===== src/rtl/jk_ctrl_pkg.sv =====
// Shared types for the JK bank arbiter: FSM state and per-bit JK command codes.
package jk_ctrl_pkg;
    typedef enum logic {IDLE = 1'b0, APPLY = 1'b1} state_t;

    localparam logic [1:0] JK_HOLD = 2'b00;
    localparam logic [1:0] JK_RST  = 2'b01;
    localparam logic [1:0] JK_SET  = 2'b10;
    localparam logic [1:0] JK_TGL  = 2'b11;
endpackage


===== src/rtl/jk_ff_bank.sv =====
// WIDTH-bit bank of JK flip-flops; updates only when en is high, async clear on rst.
module jk_ff_bank
    import jk_ctrl_pkg::*;
#(
    parameter int WIDTH = 8
) (
    input  logic             clk,
    input  logic             rst,
    input  logic             en,
    input  logic [WIDTH-1:0] j,
    input  logic [WIDTH-1:0] k,
    output logic [WIDTH-1:0] q,
    output logic [WIDTH-1:0] q_bar
);
    logic [WIDTH-1:0] r_q;
    logic [WIDTH-1:0] w_next;

    always_comb begin
        w_next = r_q;
        for (int i = 0; i < WIDTH; i++) begin
            case ({j[i], k[i]})
                JK_HOLD: w_next[i] = r_q[i];
                JK_RST:  w_next[i] = 1'b0;
                JK_SET:  w_next[i] = 1'b1;
                JK_TGL:  w_next[i] = ~r_q[i];
                default: w_next[i] = r_q[i];
            endcase
        end
    end

    always_ff @(posedge clk or posedge rst) begin
        if (rst)     r_q <= '0;
        else if (en) r_q <= w_next;
    end

    assign q     = r_q;
    assign q_bar = ~r_q;
endmodule


===== src/rtl/jk_bank_arbiter.sv =====
// Round-robin sharing of one JK flip-flop bank between NREQ requesters.
// IDLE picks and latches a command, APPLY drives it into the bank for one cycle.
module jk_bank_arbiter
    import jk_ctrl_pkg::*;
#(
    parameter int NREQ  = 4,
    parameter int WIDTH = 8
) (
    input  logic                  clk,
    input  logic                  rst,
    input  logic [NREQ-1:0]       req,
    input  logic [NREQ*WIDTH-1:0] j_vec,
    input  logic [NREQ*WIDTH-1:0] k_vec,
    output logic [NREQ-1:0]       gnt,
    output logic                  busy,
    output logic [WIDTH-1:0]      q,
    output logic [WIDTH-1:0]      q_bar
);
    localparam int PTR_W = (NREQ > 1) ? $clog2(NREQ) : 1;
    localparam logic [PTR_W-1:0] LAST = PTR_W'(NREQ - 1);

    state_t            r_state;
    logic [PTR_W-1:0]  r_ptr;
    logic [PTR_W-1:0]  r_win;
    logic [WIDTH-1:0]  r_cmd_j;
    logic [WIDTH-1:0]  r_cmd_k;
    logic [NREQ-1:0]   r_gnt;
    logic              r_busy;

    logic              w_found;
    logic [PTR_W-1:0]  w_win;
    logic [PTR_W-1:0]  w_idx;
    logic [WIDTH-1:0]  w_j;
    logic [WIDTH-1:0]  w_k;

    // Walk upward from ptr with explicit wrap so non-power-of-2 NREQ never
    // visits an index past NREQ-1.
    always_comb begin
        w_found = 1'b0;
        w_win   = '0;
        w_idx   = r_ptr;
        for (int off = 0; off < NREQ; off++) begin
            if (!w_found && req[w_idx]) begin
                w_found = 1'b1;
                w_win   = w_idx;
            end
            w_idx = (w_idx == LAST) ? '0 : w_idx + 1'b1;
        end
    end

    always_comb begin
        w_j = '0;
        w_k = '0;
        for (int i = 0; i < NREQ; i++) begin
            if (w_win == PTR_W'(i)) begin
                w_j = j_vec[i*WIDTH +: WIDTH];
                w_k = k_vec[i*WIDTH +: WIDTH];
            end
        end
    end

    always_ff @(posedge clk or posedge rst) begin
        if (rst) begin
            r_state <= IDLE;
            r_ptr   <= '0;
            r_win   <= '0;
            r_cmd_j <= '0;
            r_cmd_k <= '0;
            r_gnt   <= '0;
            r_busy  <= 1'b0;
        end else begin
            case (r_state)
                IDLE: begin
                    if (w_found) begin
                        r_cmd_j <= w_j;
                        r_cmd_k <= w_k;
                        r_win   <= w_win;
                        r_gnt   <= NREQ'(1) << w_win;
                        r_busy  <= 1'b1;
                        r_state <= APPLY;
                    end
                end
                APPLY: begin
                    r_gnt   <= '0;
                    r_busy  <= 1'b0;
                    r_ptr   <= (r_win == LAST) ? '0 : r_win + 1'b1;
                    r_state <= IDLE;
                end
                default: r_state <= IDLE;
            endcase
        end
    end

    jk_ff_bank #(.WIDTH(WIDTH)) u_bank (
        .clk   (clk),
        .rst   (rst),
        .en    (r_state == APPLY),
        .j     (r_cmd_j),
        .k     (r_cmd_k),
        .q     (q),
        .q_bar (q_bar)
    );

    assign gnt  = r_gnt;
    assign busy = r_busy;
endmodule

===== config.mk =====
export PLATFORM = sky130hd
export DESIGN_NAME = jk_bank_arbiter
export DESIGN_NICKNAME = d
export VERILOG_FILES = /design/src/rtl/jk_ctrl_pkg.sv /design/src/rtl/jk_ff_bank.sv /design/src/rtl/jk_bank_arbiter.sv
export SDC_FILE = /design/constraint.sdc
export NUM_CORES = 1
export LEC_CHECK = 0
export BUFFER_PORTS_ARGS = -buffer_cell sky130_fd_sc_hd__buf_4
export CAP_MARGIN = 20
export CORE_UTILIZATION = 40
export DETAILED_ROUTE_END_ITERATION = 7
export PLACE_DENSITY = 0.68
export SETUP_SLACK_MARGIN = 0.5
export SLEW_MARGIN = 10
export SYNTH_ARGS = -nofsm -noshare
export SYNTH_HDL_FRONTEND = slang
export SYNTH_SLANG_ARGS = --single-unit

===== constraint.sdc =====
create_clock -name clk -period 6 [get_ports clk]
set_input_delay 0 -clock clk [delete_from_list [all_inputs] [get_ports clk]]
set_output_delay 0 -clock clk [all_outputs]
set_load 0.005 [all_outputs]

* Word-level counts from Yosys, hierarchy flattened
Index checks and enable logic that the tools add are counted.
Word-level totals: flip-flop bits (word level) 34, latch bits 0, memory bits (writable) 0, memory bits (read-only) 0, input port bits 70, output and inout port bits 21, word-level logic and storage cells 140, memories 0
Operators by class: $add $sub $neg 4, $mul 0, divide/modulo/power cells 0, magnitude comparators 4, equal/unequal tests 32, shift-type cells 1, mux-type cells 42, bitwise logic cells 18, reductions and logical operators 24
Operators by type and width (count):
- $mux W8 | 8
- $eq A2 B2 Y1 const B | 22
- $pmux W1 S3 | 8
- $eq A2 B1 Y1 const B | 9
- $logic_not A2 Y1 | 9
- $reduce_and A2 Y1 | 9
- $not A1 Y1 | 17
- $mux W2 | 8
- $lt A2 B3 Y1 const B | 4
- $mux W1 | 10
- $add A2 B1 Y2 const B | 4
- $bmux W1 S2 | 4
- $not A8 Y8 | 1
- $pmux W4 S2 | 1
- $mux W4 | 1
- $pmux W1 S2 | 2
- $shl A1 B2 Y4 const A | 1
- $logic_and A1 B1 Y1 | 3
- $logic_not A1 Y1 | 3
- $ne A2 B2 Y1 const B | 1

* Logic depth before layout (Yosys ltp)
word-level depth 17, depth in mapped cells 11

* By module
From an unflattened synthesis, not the netlist that was laid out.
Second synthesis, totals: cells, all modules 236, area, all modules 2288.4 um^2
Modules (own cells, without submodules):
- jk_bank_arbiter | times used 1, cells each 201, area each 1925.6 um^2
- jk_ff_bank | times used 1, cells each 35, area each 362.8 um^2

* Worst setup path after synthesis
No wires, ideal clock.
path type reg-to-reg, start register r_ptr[0], end register r_cmd_j[1], setup time 0.120 ns, data arrival time 2.342 ns, required time 5.880 ns, path slack 3.538 ns, cell stages (with the launch flop) 11, path buffers 2, period minus slack after synthesis 2.462 ns, cells stage by stage dfrtp_1 ha_1 mux4_2 nor4_2 o31ai_1 and3_1 buf_6 buf_6 nand2_1 nand4_1 o211a_1
On the way: word-level cells in the longest chain between the ends 17
RTL lines:
- from (decl) | line jk_bank_arbiter.sv:23 | logic [PTR_W-1:0] r_ptr;
- from (signal assigned) | line jk_bank_arbiter.sv:86 | r_ptr <= (r_win == LAST) ? '0 : r_win + 1'b1;
- parallel branches: the longest is 17 deep, another holds $add A2 B1 Y2
- to (signal assigned) | line jk_bank_arbiter.sv:75 | r_cmd_j <= w_j;
- to (decl) | line jk_bank_arbiter.sv:25 | logic [WIDTH-1:0] r_cmd_j;
Several ways; the timed one is not identified. The select of a mux whose other input is x is not followed. A chain may end at the register's enable or synchronous reset.

* Final worst setup path
start register r_ptr[0], end register r_cmd_k[5]
On the way: word-level cells in the longest chain between the ends 17
RTL lines:
- parallel branches: the longest is 17 deep, another holds $add A2 B1 Y2
- to (signal assigned) | line jk_bank_arbiter.sv:76 | r_cmd_k <= w_k;
- to (decl) | line jk_bank_arbiter.sv:26 | logic [WIDTH-1:0] r_cmd_k;
Several ways; the timed one is not identified. The select of a mux whose other input is x is not followed.

==> results.toml <==
[cells_and_area]
nets = 419
final_cell_area_um2 = 3040
drive_above_1_share = 0.333
area_delta_synth_final_pct = 34.7
antenna_cells = 0

[synthesis]
synth_edf_count = 0
syn_nets = 340
synth_common_cells = "75 x nand2_1, 34 x dfrtp_1, 32 x nand4_1, 17 x o211a_1, 15 x a21oi_1"
ys_top_cells_by_area = "dfrtp_1 38%, nand2_1 12%, nand4_1 8.9%"
syn_area_um2 = 2260
synth.distinct_cells = 42
netlist_instances = 268
yosysTopAreaCell = "dfrtp_1"
synth_top_area_share = 0.377
synth-seq-cells = 34
yosysMostFrequentCell = "nand2_1"
yosys_warnings = 0
seq_area_frac_synth = 0.377
synthFlopType = "dfrtp_1"
async_flop_share = 1.00
synth.avg_cell_area_um2 = 8.43

[floorplan]
rows = 26
fp.dieW_um = 77.1
dieArea_um2 = 5950
start_util = 0.429
die_h_um = 77.1
core-area_um2 = 5270
ios = 91

[clock_network]
cts_resized = 0
clk_pin_slew_ns = 0.07
cts.sinks = 34
numCtsBuffers = 5
cts_max_level = 2
clockRootBuffer = "clkbuf_8"
cts_tree = "built"
clockBufferDepth = 2
post_cts_buffers = 0
clk_latency_ns = 0.29

[detailed_routing]
dr.max_layer_used = "met4"
met2_length_mm = 3.10
drt-total-wl_mm = 6.51
wl_met1_mm = 2.99
drc = 0
vias_per_cell = 5.49
dr.pass1.iters = 4
drtIter0Drc = 117
vias = 2293
wire_per_inst_um = 15.6
ant_nets = 0
met3WireLength_um = 352

[power]
share_comb_of_total_power = 0.646
p_leak_nw = 1.46
clkPwrFrac = 0.094
switching_power_uw = 909
pwr-share-seq = 0.259
ir_drop_mv = 0.396
power.density_nw_per_um2 = 619
swShare = 0.483
internal-power_uw = 974

[timing]
hold_viol = 0
post-route-min-period_ns = 3.68
max_slew_margin = 0.402
fin_worst_skew_ns = 0.00439
setup_viol = 0
max_freq_ghz = 0.272
tightest_slew_ns = 0.896
min_period_over_period = 0.614
rsz0062_at_grt = "false"
drv_slew = 0
setup_tns_ns = 0

[min_path]
holdCritPathClass = "in2reg"

[place]
post-dp-hpwl_mm = 4.46
gp_congestion = 0.843
portBuffers = 90
place_area_um2 = 2920

[global_routing]
grt_pass1_wl_mm = 10.6
grt_usage = 0.224
grt_max_degree = 53
grt_pass1_vias = 2073
antenna_found_initial = 0
globalRouteOverflowTotal = 0

[setup_path]
worst_setup_path_start_kind = "flop"
cp-end-kind = "flop"
critical_path_class = "reg2reg"
r2r.worst_path.cells = 8
worstPathArrival_ns = 3.87
path_buf_inv = 1
max_stage_delay_ns = 0.76
crit_slowest_cell = "o31a_1"
endpoint = "r_cmd_k[5]$_DFFE_PP0P_"
path_delay_family = "compound AO/OA/AOI/OAI gates"
crit_start = "r_ptr[0]$_DFFE_PP0P_"
worst-r2r-setup-slack_ns = 2.32
r2r_start = "r_ptr[0]$_DFFE_PP0P_"
path_cells = "ha_1 > mux4_2 > clkinv_1 > o21ai_1 > o221ai_1 > o31a_1 > nand4_1 > o211a_1"
path_depth = 8
cp.required_ns = 6.18
critPathMaxFanout = 21
rr_endpoint = "r_cmd_k[5]$_DFFE_PP0P_"

[status]
status = "complete, no violations"

[flow_run]
max_cap_viol_count = 0
what timing repair did:
item / in CTS / in global routing
hold endpoints to repair: 34 / 0
setup endpoints to repair: 0 / 0
hold buffers: 1 / 0
cells by family (layout without fill, tap and decap cells):
logic type / Yosys count / after routing / synth area share
mux: 9 / 9 / 0.0537
flops: 34 / 34 / 0.377
simple gates: 125 / 125 / 0.273
fa+ha+maj: 2 / 2 / 0.0111
buf+inv: 36 / 116 / 0.0792
compound gates: 62 / 62 / 0.207
worst min-delay path, cell delays in order:
cell and delay (ns):
buf_4 0.08, nand2_1 0.04, nand4_1 0.08, o211a_1 0.13
registers in the layout, indices dropped and copies added (netlist names):
register / cells
r_cmd_j: 8
r_cmd_k: 8
u_bank.q: 8
gnt: 4
r_ptr: 2
r_win: 2
busy: 1
r_state: 1
layer usage:
| layer | GRT usage | up-vias |
|---|---|---|
| met4 | 0.0736 | 0 |
| li1 | - | 1133 |
| met2 | 0.352 | 78 |
| met5 | 0 | - |
| met3 | 0.0369 | 7 |
| met1 | 0.311 | 1075 |
power groups by stage:
stage / clock network [mW] / registers, mW / logic, mW
floorplan: 0 / 0.418 / 0.994
global placement: 0 / 0.485 / 1.17
detailed placement: 0 / 0.490 / 1.19
CTS: 0.183 / 0.486 / 1.20
global route: 0.191 / 0.507 / 1.36
finish: 0.178 / 0.488 / 1.22
per-stage QoR:
| step | instances | setup WS, ns | power, mW | hold WS [ns] | util |
|---|---|---|---|---|---|
| 6_report | 418 | 2.32 | 1.88 | 0.0559 | 0.577 |
| 5_1_grt | 418 | 2.03 | 2.06 | 0.0691 | 0.577 |
| 4_1_cts | 417 | 2.13 | 1.87 | 0.0567 | 0.573 |
| 3_5_place_dp | 408 | 2.16 | 1.68 | 0.137 | 0.553 |
| 3_3_place_gp | 408 | 2.29 | 1.66 | 0.129 | 0.553 |
| 2_1_floorplan | 268 | 3.54 | 1.41 | 0.142 | - |
cells in the final DEF (no fill, tap or decap), types with 3 or more instances in the layout:
| cell | n |
|---|---|
| clkbuf_8 | 6 |
| nor2_1 | 5 |
| inv_1 | 13 |
| mux2_2 | 3 |
| a31oi_1 | 8 |
| o211a_1 | 17 |
| o21ai_0 | 6 |
| dfrtp_1 | 34 |
| nand4_1 | 32 |
| a21oi_1 | 15 |
| buf_4 | 92 |
| nand2_1 | 75 |
area by class of cell:
cell class                      count  area [um^2]
Tap cell                           70         87.6
Multi-Input combinational cell    198         1230
Timing Repair Buffer               94          721
Clock buffer                        6         82.6
Fill cell                         496         2230
Inverter                           14         52.6
Sequential cell                    34          851
Clock inverter                      2         12.5
worst min path at each step:
stage          slack, ns  startpoint  cells past startpoint                      to
2_1_floorplan       0.14         rst                      1        busy$_DFFE_PP0P_
3_3_place_gp        0.13         rst                      3  r_cmd_j[7]$_DFFE_PP0P_
3_5_place_dp        0.14         rst                      3  r_cmd_j[7]$_DFFE_PP0P_
4_1_cts             0.06    j_vec[1]                      4  r_cmd_j[1]$_DFFE_PP0P_
5_1_grt             0.07   j_vec[11]                      4  r_cmd_j[3]$_DFFE_PP0P_
6_report            0.06   k_vec[13]                      4  r_cmd_k[5]$_DFFE_PP0P_
(Power assumes the default switching activity.)
